===== config.mk =====
export PLATFORM = sky130hd
export DESIGN_NAME = e203_irq_stim_gen
export DESIGN_NICKNAME = d
export VERILOG_FILES = /design/src/rtl/e203_irq_stim_gen.sv
export SDC_FILE = /design/constraint.sdc
export NUM_CORES = 1
export LEC_CHECK = 0
export ABC_AREA = 1
export BUFFER_PORTS_ARGS = -buffer_cell sky130_fd_sc_hd__buf_2
export CAP_MARGIN = 0
export CORE_MARGIN = 3
export CORE_UTILIZATION = 55
export DETAILED_ROUTE_END_ITERATION = 8
export PLACE_DENSITY = 0.78
export SLEW_MARGIN = 0
export SYNTH_ARGS = -nofsm -noshare
export SYNTH_HDL_FRONTEND = slang
export SYNTH_SLANG_ARGS = --single-unit

===== constraint.sdc =====
create_clock -name clk -period 3.3 [get_ports clk]
set_input_delay 0.495 -clock clk [delete_from_list [all_inputs] [get_ports clk]]
set_output_delay 0.495 -clock clk [all_outputs]
set_load 0.02 [all_outputs]

===== src/rtl/e203_irq_stim_gen.sv =====
// e203_irq_stim_gen: interrupt stimulus generator for one e203 IRQ line.
// Once the program commits the post-mtvec setup PC it repeatedly waits a
// pseudo-random delay, raises irq_o and holds it until the handler's pre-mret
// PC commits. It stops after STOP_CNT acknowledged IRQs or an external stop.
// Optional ack timeout: define E203_IRQ_STIM_TIMEOUT_EN.
module e203_irq_stim_gen #(
  parameter int unsigned     PC_W     = 32,
  parameter logic [PC_W-1:0] ARM_PC   = 32'h8000015C,
  parameter logic [PC_W-1:0] ACK_PC   = 32'h800000A6,
  parameter int unsigned     MIN_DLY  = 1,
  parameter logic [15:0]     DLY_MASK = 16'h03FF,
  parameter logic [15:0]     SEED     = 16'hACE1,
  parameter int unsigned     STOP_CNT = 32,
  parameter int unsigned     TO_CYC   = 4096
) (
  input  logic            clk,
  input  logic            rst_n,
  input  logic            en,
  input  logic            cmt_valid,
  input  logic [PC_W-1:0] cmt_pc,
  input  logic            stop_i,
  output logic            irq_o,
  output logic [31:0]     irq_cnt_o,
  output logic [1:0]      state_o,
  output logic            timeout_o
);

  typedef enum logic [1:0] {
    StIdle   = 2'd0,
    StDelay  = 2'd1,
    StAssert = 2'd2,
    StDone   = 2'd3
  } state_e;

  // A zero seed would lock the LFSR at zero.
  localparam logic [15:0] LfsrInit = (SEED == 16'h0000) ? 16'h0001 : SEED;
  localparam logic [16:0] MinDly17 = 17'(MIN_DLY);
  localparam logic [32:0] StopCnt33 = 33'(STOP_CNT);

  // Elaboration-time parameter sanity checks.
  if (MIN_DLY < 1) begin : g_chk_min_dly
    $error("MIN_DLY must be at least 1");
  end
  if (TO_CYC < 1) begin : g_chk_to_cyc
    $error("TO_CYC must be at least 1");
  end

  state_e      r_state;
  logic        r_irq;
  logic [31:0] r_irq_cnt;
  logic [16:0] r_dly_cnt;
  logic [15:0] r_lfsr;

  logic        w_arm_hit;
  logic        w_ack_hit;
  logic [15:0] w_lfsr_nxt;
  logic [16:0] w_dly_load;
  logic [31:0] w_cnt_inc;
  logic        w_stop_now;

  assign w_arm_hit  = cmt_valid & (cmt_pc == ARM_PC);
  assign w_ack_hit  = cmt_valid & (cmt_pc == ACK_PC);
  // Galois right-shift form, taps 16'hB400 (maximal length).
  assign w_lfsr_nxt = {1'b0, r_lfsr[15:1]} ^ (r_lfsr[0] ? 16'hB400 : 16'h0000);
  assign w_dly_load = MinDly17 + {1'b0, r_lfsr & DLY_MASK};
  assign w_cnt_inc  = (&r_irq_cnt) ? r_irq_cnt : r_irq_cnt + 32'd1;
  // Stop test uses the pre-increment count plus one, evaluated in 33 bits.
  assign w_stop_now = stop_i | (({1'b0, r_irq_cnt} + 33'd1) >= StopCnt33);

`ifdef E203_IRQ_STIM_TIMEOUT_EN
  localparam logic [31:0] ToLast = 32'(TO_CYC - 1);
  logic [31:0] r_to_cnt;
  logic        r_timeout;
`endif

  // Delay randomiser: free-runs while enabled.
  always_ff @(posedge clk) begin
    if (!rst_n) begin
      r_lfsr <= LfsrInit;
    end else if (en) begin
      r_lfsr <= w_lfsr_nxt;
    end
  end

  // Main FSM with registered IRQ, ack counter and delay counter.
  always_ff @(posedge clk) begin
    if (!rst_n) begin
      r_state   <= StIdle;
      r_irq     <= 1'b0;
      r_irq_cnt <= 32'd0;
      r_dly_cnt <= 17'd0;
`ifdef E203_IRQ_STIM_TIMEOUT_EN
      r_to_cnt  <= 32'd0;
      r_timeout <= 1'b0;
`endif
    end else if (!en) begin
      // Counters and sticky flags survive a disable.
      r_state <= StIdle;
      r_irq   <= 1'b0;
    end else begin
      unique case (r_state)
        StIdle: begin
          r_irq <= 1'b0;
          if (w_arm_hit) begin
            r_state   <= StDelay;
            r_dly_cnt <= w_dly_load;
          end
        end
        StDelay: begin
          if (stop_i) begin
            r_state <= StDone;
            r_irq   <= 1'b0;
          end else if (r_dly_cnt <= 17'd1) begin
            r_state <= StAssert;
            r_irq   <= 1'b1;
`ifdef E203_IRQ_STIM_TIMEOUT_EN
            r_to_cnt <= 32'd0;
`endif
          end else begin
            r_dly_cnt <= r_dly_cnt - 17'd1;
          end
        end
        StAssert: begin
          // A pending handler always completes; stop only takes effect at ack.
          if (w_ack_hit) begin
            r_irq     <= 1'b0;
            r_irq_cnt <= w_cnt_inc;
            if (w_stop_now) begin
              r_state <= StDone;
            end else begin
              r_state   <= StDelay;
              r_dly_cnt <= w_dly_load;
            end
`ifdef E203_IRQ_STIM_TIMEOUT_EN
          end else if (r_to_cnt == ToLast) begin
            r_timeout <= 1'b1;
            r_irq     <= 1'b0;
            r_state   <= StDone;
          end else begin
            r_to_cnt <= r_to_cnt + 32'd1;
`endif
          end
        end
        StDone: begin
          r_irq <= 1'b0;
        end
        default: begin
          r_state <= StIdle;
          r_irq   <= 1'b0;
        end
      endcase
    end
  end

  assign irq_o     = r_irq;
  assign irq_cnt_o = r_irq_cnt;
  assign state_o   = r_state;

`ifdef E203_IRQ_STIM_TIMEOUT_EN
  assign timeout_o = r_timeout;
`else
  assign timeout_o = 1'b0;
`endif

endmodule

# Word-level counts from Yosys, hierarchy flattened
# Index checks and enable logic that the tools add are counted.
# Widths: inputs -> output; s select.
# word_totals
ff_bits	68
input_bits	37
output_inout_bits	36
elab_cells	53
# classes
n_addsub	4
n_lt_le_gt_ge	2
eq_ne	11
muxes	17
bitwise_logic	5
reduce_logical	9
# op_table
op	count
$mux 17	5
$eq 32x32->1 const B	2
$pmux 17 s3	1
$add 32x1->33 const B	1
$ge 33x6->1 const B	1
$add 32x1->32 const B	1
$reduce_and 32->1	1
$le 17x1->1 const B	1
$sub 17x1->17 const B	1
$mux 16	1
$xor 15x16->16	1
$add 1x10->11 const A	1
$mux 2	5
$ne 2x2->1 const B	5
$reduce_and 4->1	2
$reduce_and 7->1	1
$pmux 2 s3	1
$eq 2x2->1 const B	2
$reduce_and 2->1	2
$mux 1	3
$ne 3x3->1 const B	1
$pmux 1 s3	1
$reduce_bool 3->1	1
$and 1x1->1	2
other kinds (5)	5

# Depth between registers and ports, before layout
# Gate-level depths: netlist of the first run.
# logic_depth
depth_word	6
depth_mapped	18
mapped_depth_nobuf	17

# Worst setup path after synthesis of the first run
# OpenSTA, ideal clock, no wires.
# synth_timing
kind	reg-to-reg
from	reg r_irq_cnt[1] (netlist: irq_cnt_o[1])
to	reg r_state[1] (netlist: state_o[1])
setup_time_ns	0.119
arrival_ns	2.133
required_ns	3.181
slack_ns	1.047
path_stages_with_launch	17
n_path_buf	1
synth_period_minus_slack_ns	2.253
cell_sequence	dfxtp_1 ha_1 nand2_2 nor2_4 nand2_4 nor2_4 nand2_1 xor2_1 nor2_1 nand2_1 nor2_1 nand3_2 nand2_4 buf_4 nand2_1 nand2_1 a21oi_1
# synth_via
elab_chain_cells	6
# synth_lines
element	line	rtl
from (decl)	50	logic [31:0] r_irq_cnt;
from (signal assigned)	127	r_irq_cnt <= w_cnt_inc;
$add 32x1->33	68	assign w_stop_now = stop_i | (({1'b0, r_irq_cnt} + 33'd1) >= StopCnt33);
$ge 33x6->1	68	
$or 1x1->1	68	
$mux 2	128	if (w_stop_now) begin
$mux 2	125	if (w_ack_hit) begin
$pmux 2 s3	101	unique case (r_state)
to (signal assigned)	105	r_state <= StDelay;
to (signal assigned)	129	r_state <= StDone;
to (signal assigned)	131	r_state <= StDelay;
to (decl)	48	state_e r_state;
# Every way passes these cells. The select of a mux whose other input is x is not followed.
# A chain may end at the register's enable or synchronous reset.

# Worst setup path in the final report of the first run
# layout_timing
from	reg r_irq_cnt[1] (netlist: irq_cnt_o[1])
to	reg r_dly_cnt[13]
# layout_via
elab_chain_cells	5
# layout_lines
element	line	rtl
$add 32x1->33	68	
$ge 33x6->1	68	
$or 1x1->1	68	
$ne 2x2->1 (no source line)	n/a	
$reduce_and 7->1 (no source line)	n/a	
to (signal assigned)	106	r_dly_cnt <= w_dly_load;
to (signal assigned)	120	r_dly_cnt <= r_dly_cnt - 17'd1;
to (signal assigned)	132	r_dly_cnt <= w_dly_load;
to (decl)	51	logic [16:0] r_dly_cnt;
# Every way passes these cells.

==> results of run 1 <==
-- routing by layer --
| layer | vias to the layer above | routed length [um] |
|---|---|---|
| met1 | 2244 | 5430 |
| met2 | 219 | 5370 |
| met4 | 0 | 131 |
| met3 | 15 | 1070 |
| li1 | 2525 | - |
| met5 | - | 0 |
-- power breakdown --
| group | switching [mW] | leakage, nW | internal, mW |
|---|---|---|---|
| Sequential | 0.0130 | 0.552 | 0.835 |
| Clock | 0.331 | 0.0811 | 0.268 |
| Combinational | 0.0600 | 1.66 | 0.0435 |
| Total | 0.404 | 2.30 | 1.15 |
-- critical path: stages, from the launching register on --
cell	delay [ns]
dfxtp_1	0.41
ha_1	0.26
nand2_2	0.10
nor2_4	0.21
nand2_1	0.10
nor2_2	0.21
nand2_1	0.09
nand2_1	0.06
nand2_1	0.06
nor2_1	0.15
nand3_1	0.12
nor2_1	0.14
nand3_2	0.12
nand2_4	0.27
nand2_1	0.22
nand2_1	0.13
a21oi_1	0.06
-- state kept, by name, indices dropped and copies added, names as in the netlist --
signal,count
state_o,2
r_dly_cnt,17
r_lfsr,16
irq_o,1
irq_cnt_o,32
-- placed cells by master (no fill, tap or decap), types with 7 or more instances in the layout --
master and n:
a21oi_1 58, a31oi_1 9, buf_2 71, clkbuf_8 9, dfxtp_1 68, ha_1 9, inv_1 77, nand2_1 170
nand3_1 52, nand3b_1 9, nand4_1 8, nor2_1 124, nor2_2 7, nor3_1 7, o21ai_0 58, xor2_1 9
-- logic make-up (layout without fill, tap and decap cells) --
family / Yosys count / count (layout) / share of synthesized area
AND/OR/NAND/NOR: 406 / 406 / 0.397
AO/OA/AOI/OAI: 138 / 138 / 0.160
buffers and inverters: 104 / 169 / 0.0912
flip-flops: 68 / 68 / 0.299
XOR/XNOR: 14 / 14 / 0.0269
adder cells (fa/ha/maj): 9 / 9 / 0.0247
other: 1 / 1 / 0.000823
-- stage by stage --
stage	instance area, um^2	hold slack, ns
after floorplan	4550	0.441
after global placement	4960	0.449
after detailed placement	4960	0.456
after CTS	5130	0.466
after global routing	5130	0.503
final	5130	0.468
-- how the worst min path moves through the flow --
stage | start | slack, ns | cells after the start | to
final | r_dly_cnt[1]$_SDFFE_PN0P_ | 0.47 | 2 | r_dly_cnt[1]$_SDFFE_PN0P_
after global routing | r_lfsr[12]$_SDFFE_PN0P_ | 0.50 | 2 | r_lfsr[11]$_SDFFE_PN1P_
after CTS | r_dly_cnt[1]$_SDFFE_PN0P_ | 0.47 | 2 | r_dly_cnt[1]$_SDFFE_PN0P_
after detailed placement | r_dly_cnt[1]$_SDFFE_PN0P_ | 0.46 | 2 | r_dly_cnt[1]$_SDFFE_PN0P_
after global placement | r_lfsr[12]$_SDFFE_PN0P_ | 0.45 | 2 | r_lfsr[11]$_SDFFE_PN1P_
after floorplan | r_dly_cnt[1]$_SDFFE_PN0P_ | 0.44 | 2 | r_dly_cnt[1]$_SDFFE_PN0P_
-- synthesized netlist by cell type (2+ instances only) --
cell type    n
ha_1         9
nand2_4      2
nor4_1       4
nand3b_1     9
xnor2_1      5
o21ai_0     58
xor2_1       9
inv_1       77
nand3_1     52
a31oi_1      9
or2_2        3
nor2_1     124
nor3_1       7
o22ai_1      2
nor2_2       7
clkbuf_1    19
buf_4        2
dfxtp_1     68
nand4_1      8
nand2_2      6
o211ai_1     2
nor2_4       6
a21oi_1     59
a211oi_1     2
o21bai_1     2
buf_6        2
buf_1        2
buf_2        2
nand3_2      2
nand2_1    170
-- layout make-up --
cell class,count,share of cell area
sequential,68,0.266
clock buffer,9,0.0242
clock inverter,6,0.00830
timing repair buffer,77,0.0781
inverter,77,0.0564
multi-input combinational,568,0.543
tap,102,0.0249
==> impl_metrics.toml, run 1 <==
[status]
status = "finished, final reports clean"

[hold_path]
holdCritPathClass = "flip-flop to flip-flop"

[synthesis]
async_flop_share = 0
yosysWarnings = 0
synth_edf_count = 0
synth_area_um2 = 4550
syn_area_per_cell_um2 = 6.15
synth_top_cell_area_share = 0.299
syn_nets = 786
synth_cell_type_count = 41
synthTopCellsByArea = "dfxtp_1 (30%), nand2_1 (14%), nor2_1 (10%)"
synthCells = 740
synth.largest_area_cell = "dfxtp_1"
synth-seq-cells = 68
synth-main-ff-cell = "dfxtp_1"
synth-seq-area-share = 0.299

[setup_path]
critPathLaunch = "irq_cnt_o[1]$_SDFFE_PN0P_"
reg2reg_depth = 16
r2r_start = "irq_cnt_o[1]$_SDFFE_PN0P_"
worstSetupEndpointType = "flip-flop"
cp_max_fo = 31
r2r_slack_ns = 0.44
critPathKind = "flip-flop to flip-flop"
startpoint_type = "flip-flop"
worstPathRequired_ns = 3.50
crit_end = "r_dly_cnt[13]$_SDFFE_PN0P_"
r2r_end = "r_dly_cnt[13]$_SDFFE_PN0P_"
crit_arrival_ns = 3.06

[clocking]
cts-htree-levels = 3
cts_hold_buf = 0
cts_root_buf = "clkbuf_8"
tritoncts = "yes"
post_cts_buffers = 0
clock_sinks = 68
clk_latency_ns = 0.34
clk_pin_slew_worst_paths_ns = 0.08
cts_buffers = 9
clk_path_buf_depth = 2
ctsResizeCount = 0

[die]
dieArea_um2 = 9410
start_util = 0.577
die_h_um = 97
io_pins = 73
fp-row-count = 32
core_area_um2 = 7890
dieWidth_um = 97

[sta]
period_minus_slack_ns = 2.86
timing.final.crit_share = 0.866
setup_violations = 0
worstMarginPinSlew_ns = 0.558
hold_viol = 0
tns_ns = 0
skew_ns = 0.0140
maxSlewHeadroom = 0.628
max_freq_mhz = 350
setup_ws_ns = 0.441
rsz0062_at_grt = "false"
slew_viol_final = 0

[power]
power.density_nw_per_um2 = 302
p_leak_nw = 2.30
max-vdd-ir-drop_v = 0.000212
total_power_mw = 1.55

[placed_design]
dp.cells = 892
dpl.hpwl_um = 9000
portBuffers = 71
place_ws_ns = 0.547
gp_congestion = 0.945

[drt]
drc = 0
drtAntennaViolNets = 0
firstDrtPassIters = 5
vias = 5003
drt_iter0_drc = 411
wl_um = 12000
avgRoutedWirePerCell_um = 13.2
viasPerCell = 5.52

[global_routing]
use_met1 = 0.355
grt_pass1_vias = 4536
gr-usage-all-layers = 0.256
grtUsageMet2 = 0.406
grt-ovfl-total = 0
use_met3 = 0.0469
grt_max_degree = 41
grt_pass1_wl_um = 20600
busiest_layer = "met2"
antenna_found_initial = 0

[cells_and_area]
area_growth_pct = 12.6
fin_nets = 847
n_antenna_cell = 0
layout-drive-gt1-share = 0.152
register_area_um2 = 1360
multi_input_area_um2 = 2780
fill_cells = 736
final_util = 0.650
stdcell_count = 907

[run]
maxCapViolCount = 0
Note: power is estimated with default switching activity, not from simulation.
==> inputs of run 2 (changes only) <==
==> constraint.sdc (replaced) <==
create_clock -name clk -period 3 [get_ports clk]
set_input_delay 0.45 -clock clk [delete_from_list [all_inputs] [get_ports clk]]
set_output_delay 0.45 -clock clk [all_outputs]
set_load 0.02 [all_outputs]
==> impl_metrics.toml, run 2 (synthesis gave the netlist of run 1 again) <==
[cells_and_area]
fill_cells = 743
layout_commonest_cell = "nand2_1"
fin_area_um2 = 5170
area_growth_pct = 13.5
n_antenna_cell = 0
layout-drive-gt1-share = 0.152
fin_nets = 846
largest_reg_flops = 32
mostFrequentLayoutCells = "nand2_1 (170), nor2_1 (124), inv_1 (77), buf_2 (71), dfxtp_1 (68)"

[placed_design]
gp_congestion = 0.969
place_ws_ns = 0.325
dpl.hpwl_um = 8910
portBuffers = 71
post_dp_cell_area_um2 = 4950

[die]
fp-row-count = 32
core_area_um2 = 7890
die_h_um = 97
dieWidth_um = 97
start_util = 0.577
io_pins = 73
dieArea_um2 = 9410

[setup_path]
critPathKind = "flip-flop to flip-flop"
startpoint_type = "flip-flop"
crit_arrival_ns = 2.86
worstPathRequired_ns = 3.21
cp_max_fo = 31
worstSetupEndpointType = "flip-flop"

[clocking]
cts_hold_buf = 0
ctsResizeCount = 0
clk_latency_ns = 0.35
tritoncts = "yes"
cts_buffers = 9
clk_path_buf_depth = 2
cts_root_buf = "clkbuf_8"
post_cts_buffers = 0
clock_sinks = 68
clk_pin_slew_worst_paths_ns = 0.08
cts-htree-levels = 3

[drt]
firstDrtPassIters = 5
wl_um = 12000
drc = 0
drtAntennaViolNets = 0
vias = 4911
viasPerCell = 5.41
avgRoutedWirePerCell_um = 13.2
drt_iter0_drc = 321

[sta]
max_freq_mhz = 379
setup_ws_ns = 0.359
timing.final.crit_share = 0.880
worstMarginPinSlew_ns = 0.916
skew_ns = 0.00978
maxSlewHeadroom = 0.389
slew_viol_final = 0
rsz0062_at_grt = "false"
period_minus_slack_ns = 2.64
setup_violations = 0
tns_ns = 0
hold_viol = 0

[global_routing]
grt_pass1_vias = 4475
antenna_found_initial = 0
gr-usage-all-layers = 0.253
grt_max_degree = 35
grt-ovfl-total = 0
grt_pass1_wl_um = 20300

[status]
status = "finished, final reports clean"

[power]
max-vdd-ir-drop_v = 0.000287
p_leak_nw = 2.31
power.density_nw_per_um2 = 356

[hold_path]
holdCritPathClass = "flip-flop to flip-flop"

[run]
maxCapViolCount = 0
==> run 2: cell count changes in the layout (fill, tap and decap cells not counted) <==
cell        delta
clkinv_2       -2
clkinvlp_4     -1
buf_4          -1
nand2_4        -1
inv_6          +2
bufinv_16      +1
inv_8          +1
nand2_8        +1
==> run 2: final cells by class <==
class	count	area, um^2	share of cell area
Multi-Input combinational cell	568	2790	0.540
Sequential cell	68	1360	0.263
Timing Repair Buffer	76	393	0.0760
Inverter	77	289	0.0559
Tap cell	102	128	0.0247
Clock buffer	9	124	0.0240
Clock inverter	7	83.8	0.0162
==> run 2: report_power, final <==
group / total (mW) / internal (mW) / switching [mW]
Sequential: 0.932 / 0.918 / 0.0142
Clock: 0.796 / 0.398 / 0.398
Combinational: 0.113 / 0.0480 / 0.0650
==> run 2: through the flow <==
stage | util | hold slack (ns) | std cells | power [mW]
2_1_floorplan | - | 0.441 | 740 | 1.02
3_3_place_gp | 0.628 | 0.449 | 891 | 1.06
3_5_place_dp | 0.628 | 0.459 | 891 | 1.07
4_1_cts | 0.654 | 0.471 | 907 | 1.86
5_1_grt | 0.655 | 0.488 | 907 | 1.92
6_report | 0.655 | 0.472 | 907 | 1.84
==> run 2: worst max-delay path, stage by stage, from the launching register on <==
cell and delay (ns):
dfxtp_1 0.42, ha_1 0.25, nand2_2 0.09, nor2_4 0.20
nand2_1 0.09, nor2_2 0.21, nand2_1 0.08, nand2_1 0.06
nand2_1 0.07, nor2_1 0.14, nand3_1 0.10, nor2_1 0.12
nand3_2 0.15, nand2_8 0.21, nand2_1 0.16, nand2_1 0.10
a21oi_1 0.06
==> run 2: layer usage <==
layer | routed length (um) | track usage | share of wire | up-vias
li1 | - | - | - | 2530
met1 | 5500 | 0.347 | 0.46 | 2181
met2 | 5390 | 0.413 | 0.45 | 187
met3 | 969 | 0.0447 | 0.081 | 13
met4 | 123 | 0.0648 | 0.010 | 0
met5 | 0 | 0 | 0 | -
==> run 2: final timing paths <==
check                            startpoint                         to  slack, ns  depth (start not counted)
hold / removal      r_lfsr[12]$_SDFFE_PN0P_    r_lfsr[11]$_SDFFE_PN1P_       0.47                          2
setup reg to reg  irq_cnt_o[1]$_SDFFE_PN0P_  r_dly_cnt[7]$_SDFFE_PN0P_       0.36                         16
setup / recovery  irq_cnt_o[1]$_SDFFE_PN0P_  r_dly_cnt[7]$_SDFFE_PN0P_       0.36                         16
hold reg to reg     r_lfsr[12]$_SDFFE_PN0P_    r_lfsr[11]$_SDFFE_PN1P_       0.47                          2
==> inputs of run 3 (changes only) <==
--- a/config.mk
+++ b/config.mk
@@ -9,9 +9,9 @@
 export BUFFER_PORTS_ARGS = -buffer_cell sky130_fd_sc_hd__buf_2
 export CAP_MARGIN = 0
 export CORE_MARGIN = 3
-export CORE_UTILIZATION = 55
+export CORE_UTILIZATION = 40
 export DETAILED_ROUTE_END_ITERATION = 8
-export PLACE_DENSITY = 0.78
+export GPL_TIMING_DRIVEN = 0
 export SLEW_MARGIN = 0
 export SYNTH_ARGS = -nofsm -noshare
 export SYNTH_HDL_FRONTEND = slang
==> constraint.sdc (replaced) <==
create_clock -name clk -period 3 [get_ports clk]
set_input_delay 0.45 -clock clk [delete_from_list [all_inputs] [get_ports clk]]
set_output_delay 0.45 -clock clk [all_outputs]
set_load 0.1 [all_outputs]
==> impl_metrics.toml, run 3 (synthesis gave the netlist of run 1 again) <==
[status]
status = "finished, final reports clean"

[setup_path]
crit_end = "irq_cnt_o[12]$_SDFFE_PN0P_"
crit_arrival_ns = 2.95
critPathLaunch = "irq_cnt_o[1]$_SDFFE_PN0P_"
r2r_slack_ns = 0.32
critPathKind = "flip-flop to flip-flop"
worstPathRequired_ns = 3.26
r2r_start = "irq_cnt_o[1]$_SDFFE_PN0P_"
startpoint_type = "flip-flop"
cp_max_fo = 10
r2r_end = "irq_cnt_o[12]$_SDFFE_PN0P_"
worstSetupEndpointType = "flip-flop"
reg2reg_depth = 12

[sta]
maxSlewHeadroom = 0.573
period_minus_slack_ns = 2.68
worstMarginPinSlew_ns = 0.640
hold_slack_ns = 0.467
skew_ns = 0.00392
tns_ns = 0
setup_violations = 0
slew_viol_final = 0
rsz0062_at_grt = "false"
timing.final.crit_share = 0.895
hold_viol = 0
max_freq_mhz = 372

[die]
dieWidth_um = 113
io_pins = 73
fp-row-count = 38
core_area_um2 = 11000
dieArea_um2 = 12700
die_h_um = 113
start_util = 0.415

[cells_and_area]
largest_reg_flops = 32
register_area_um2 = 1360
final_util = 0.489
n_antenna_cell = 0
fin_nets = 867
fill_cells = 1150
area_growth_pct = 18.0
layout_commonest_cell = "nand2_1"
layout-drive-gt1-share = 0.145
mostFrequentLayoutCells = "nand2_1 (170), nor2_1 (124), inv_1 (77), buf_2 (72), dfxtp_1 (68)"
multi_input_area_um2 = 2780

[clocking]
cts_hold_buf = 0
tritoncts = "yes"
clk_latency_ns = 0.34
post_cts_buffers = 0
ctsResizeCount = 0
cts-htree-levels = 3
clk_path_buf_depth = 2
cts_buffers = 9
cts_root_buf = "clkbuf_16"
clock_sinks = 68
clk_pin_slew_worst_paths_ns = 0.06

[power]
max-vdd-ir-drop_v = 0.000206
p_leak_nw = 2.37
power.density_nw_per_um2 = 395

[hold_path]
holdCritPathClass = "flip-flop to flip-flop"

[drt]
avgRoutedWirePerCell_um = 14.4
drc = 0
vias = 5078
drtAntennaViolNets = 0
drt_iter0_drc = 255
firstDrtPassIters = 5
wl_um = 13900
viasPerCell = 5.26

[placed_design]
gp_congestion = 0.884
portBuffers = 70
dpl.hpwl_um = 10500

[global_routing]
grt_max_degree = 13
grt_pass1_vias = 4636
gr-usage-all-layers = 0.221
antenna_found_initial = 0
grt_pass1_wl_um = 22600
grt-ovfl-total = 0

[run]
maxCapViolCount = 0
==> run 3: worst min-delay path by stage <==
stage | from | endpoint | slack, ns | cells after the start
2_1_floorplan | r_dly_cnt[1]$_SDFFE_PN0P_ | r_dly_cnt[1]$_SDFFE_PN0P_ | 0.44 | 2
3_3_place_gp | r_dly_cnt[1]$_SDFFE_PN0P_ | r_dly_cnt[1]$_SDFFE_PN0P_ | 0.45 | 2
3_5_place_dp | r_dly_cnt[1]$_SDFFE_PN0P_ | r_dly_cnt[1]$_SDFFE_PN0P_ | 0.46 | 2
4_1_cts | r_dly_cnt[1]$_SDFFE_PN0P_ | r_dly_cnt[1]$_SDFFE_PN0P_ | 0.47 | 2
5_1_grt | r_dly_cnt[1]$_SDFFE_PN0P_ | r_dly_cnt[1]$_SDFFE_PN0P_ | 0.49 | 2
6_report | r_dly_cnt[1]$_SDFFE_PN0P_ | r_dly_cnt[1]$_SDFFE_PN0P_ | 0.47 | 2
==> run 3: final cells by class <==
cell class / count / share of cell area
buffer: 27 / 0.0235
clock buffer: 10 / 0.0426
clock inverter: 6 / 0.0121
inverter: 77 / 0.0538
multi-input combinational: 568 / 0.517
sequential: 68 / 0.253
tap: 140 / 0.0326
timing repair buffer: 70 / 0.0652
==> run 3: worst max-delay path, cell delays in order, from the launching register on <==
cell and delay [ns]:
dfxtp_1 0.40, ha_1 0.26, nand2_2 0.10, nor2_4 0.20, nand2_4 0.10, nor2_1 0.19
nand3_1 0.13, nand3_1 0.09, nor2_1 0.09, inv_1 0.22, clkbuf_1 0.46, o21ai_0 0.18
a21oi_1 0.18
==> run 3: stage by stage <==
stage	worst slack (ns)	power, mW	cells	cell area [um^2]
floorplan	0.0752	1.03	740	4550
global placement	0.452	1.08	950	5080
detailed placement	0.413	1.08	950	5080
CTS	0.365	2.14	966	5370
global route	0.102	2.20	966	5370
finish	0.315	2.12	966	5370
==> run 3: per-layer routing <==
metal / wire [um] / vias up / track usage
met3: 1120 / 15 / 0.0460
met4: 214 / 0 / 0.0793
met1: 6480 / 2301 / 0.309
li1: - / 2575 / -
met5: 0 / - / 0
met2: 6080 / 187 / 0.336
==> run 3: power breakdown <==
part           internal, mW  switching, mW  total (mW)
combinational        0.0496         0.0775       0.127
clock                 0.642          0.424        1.07
sequential            0.919         0.0121       0.932
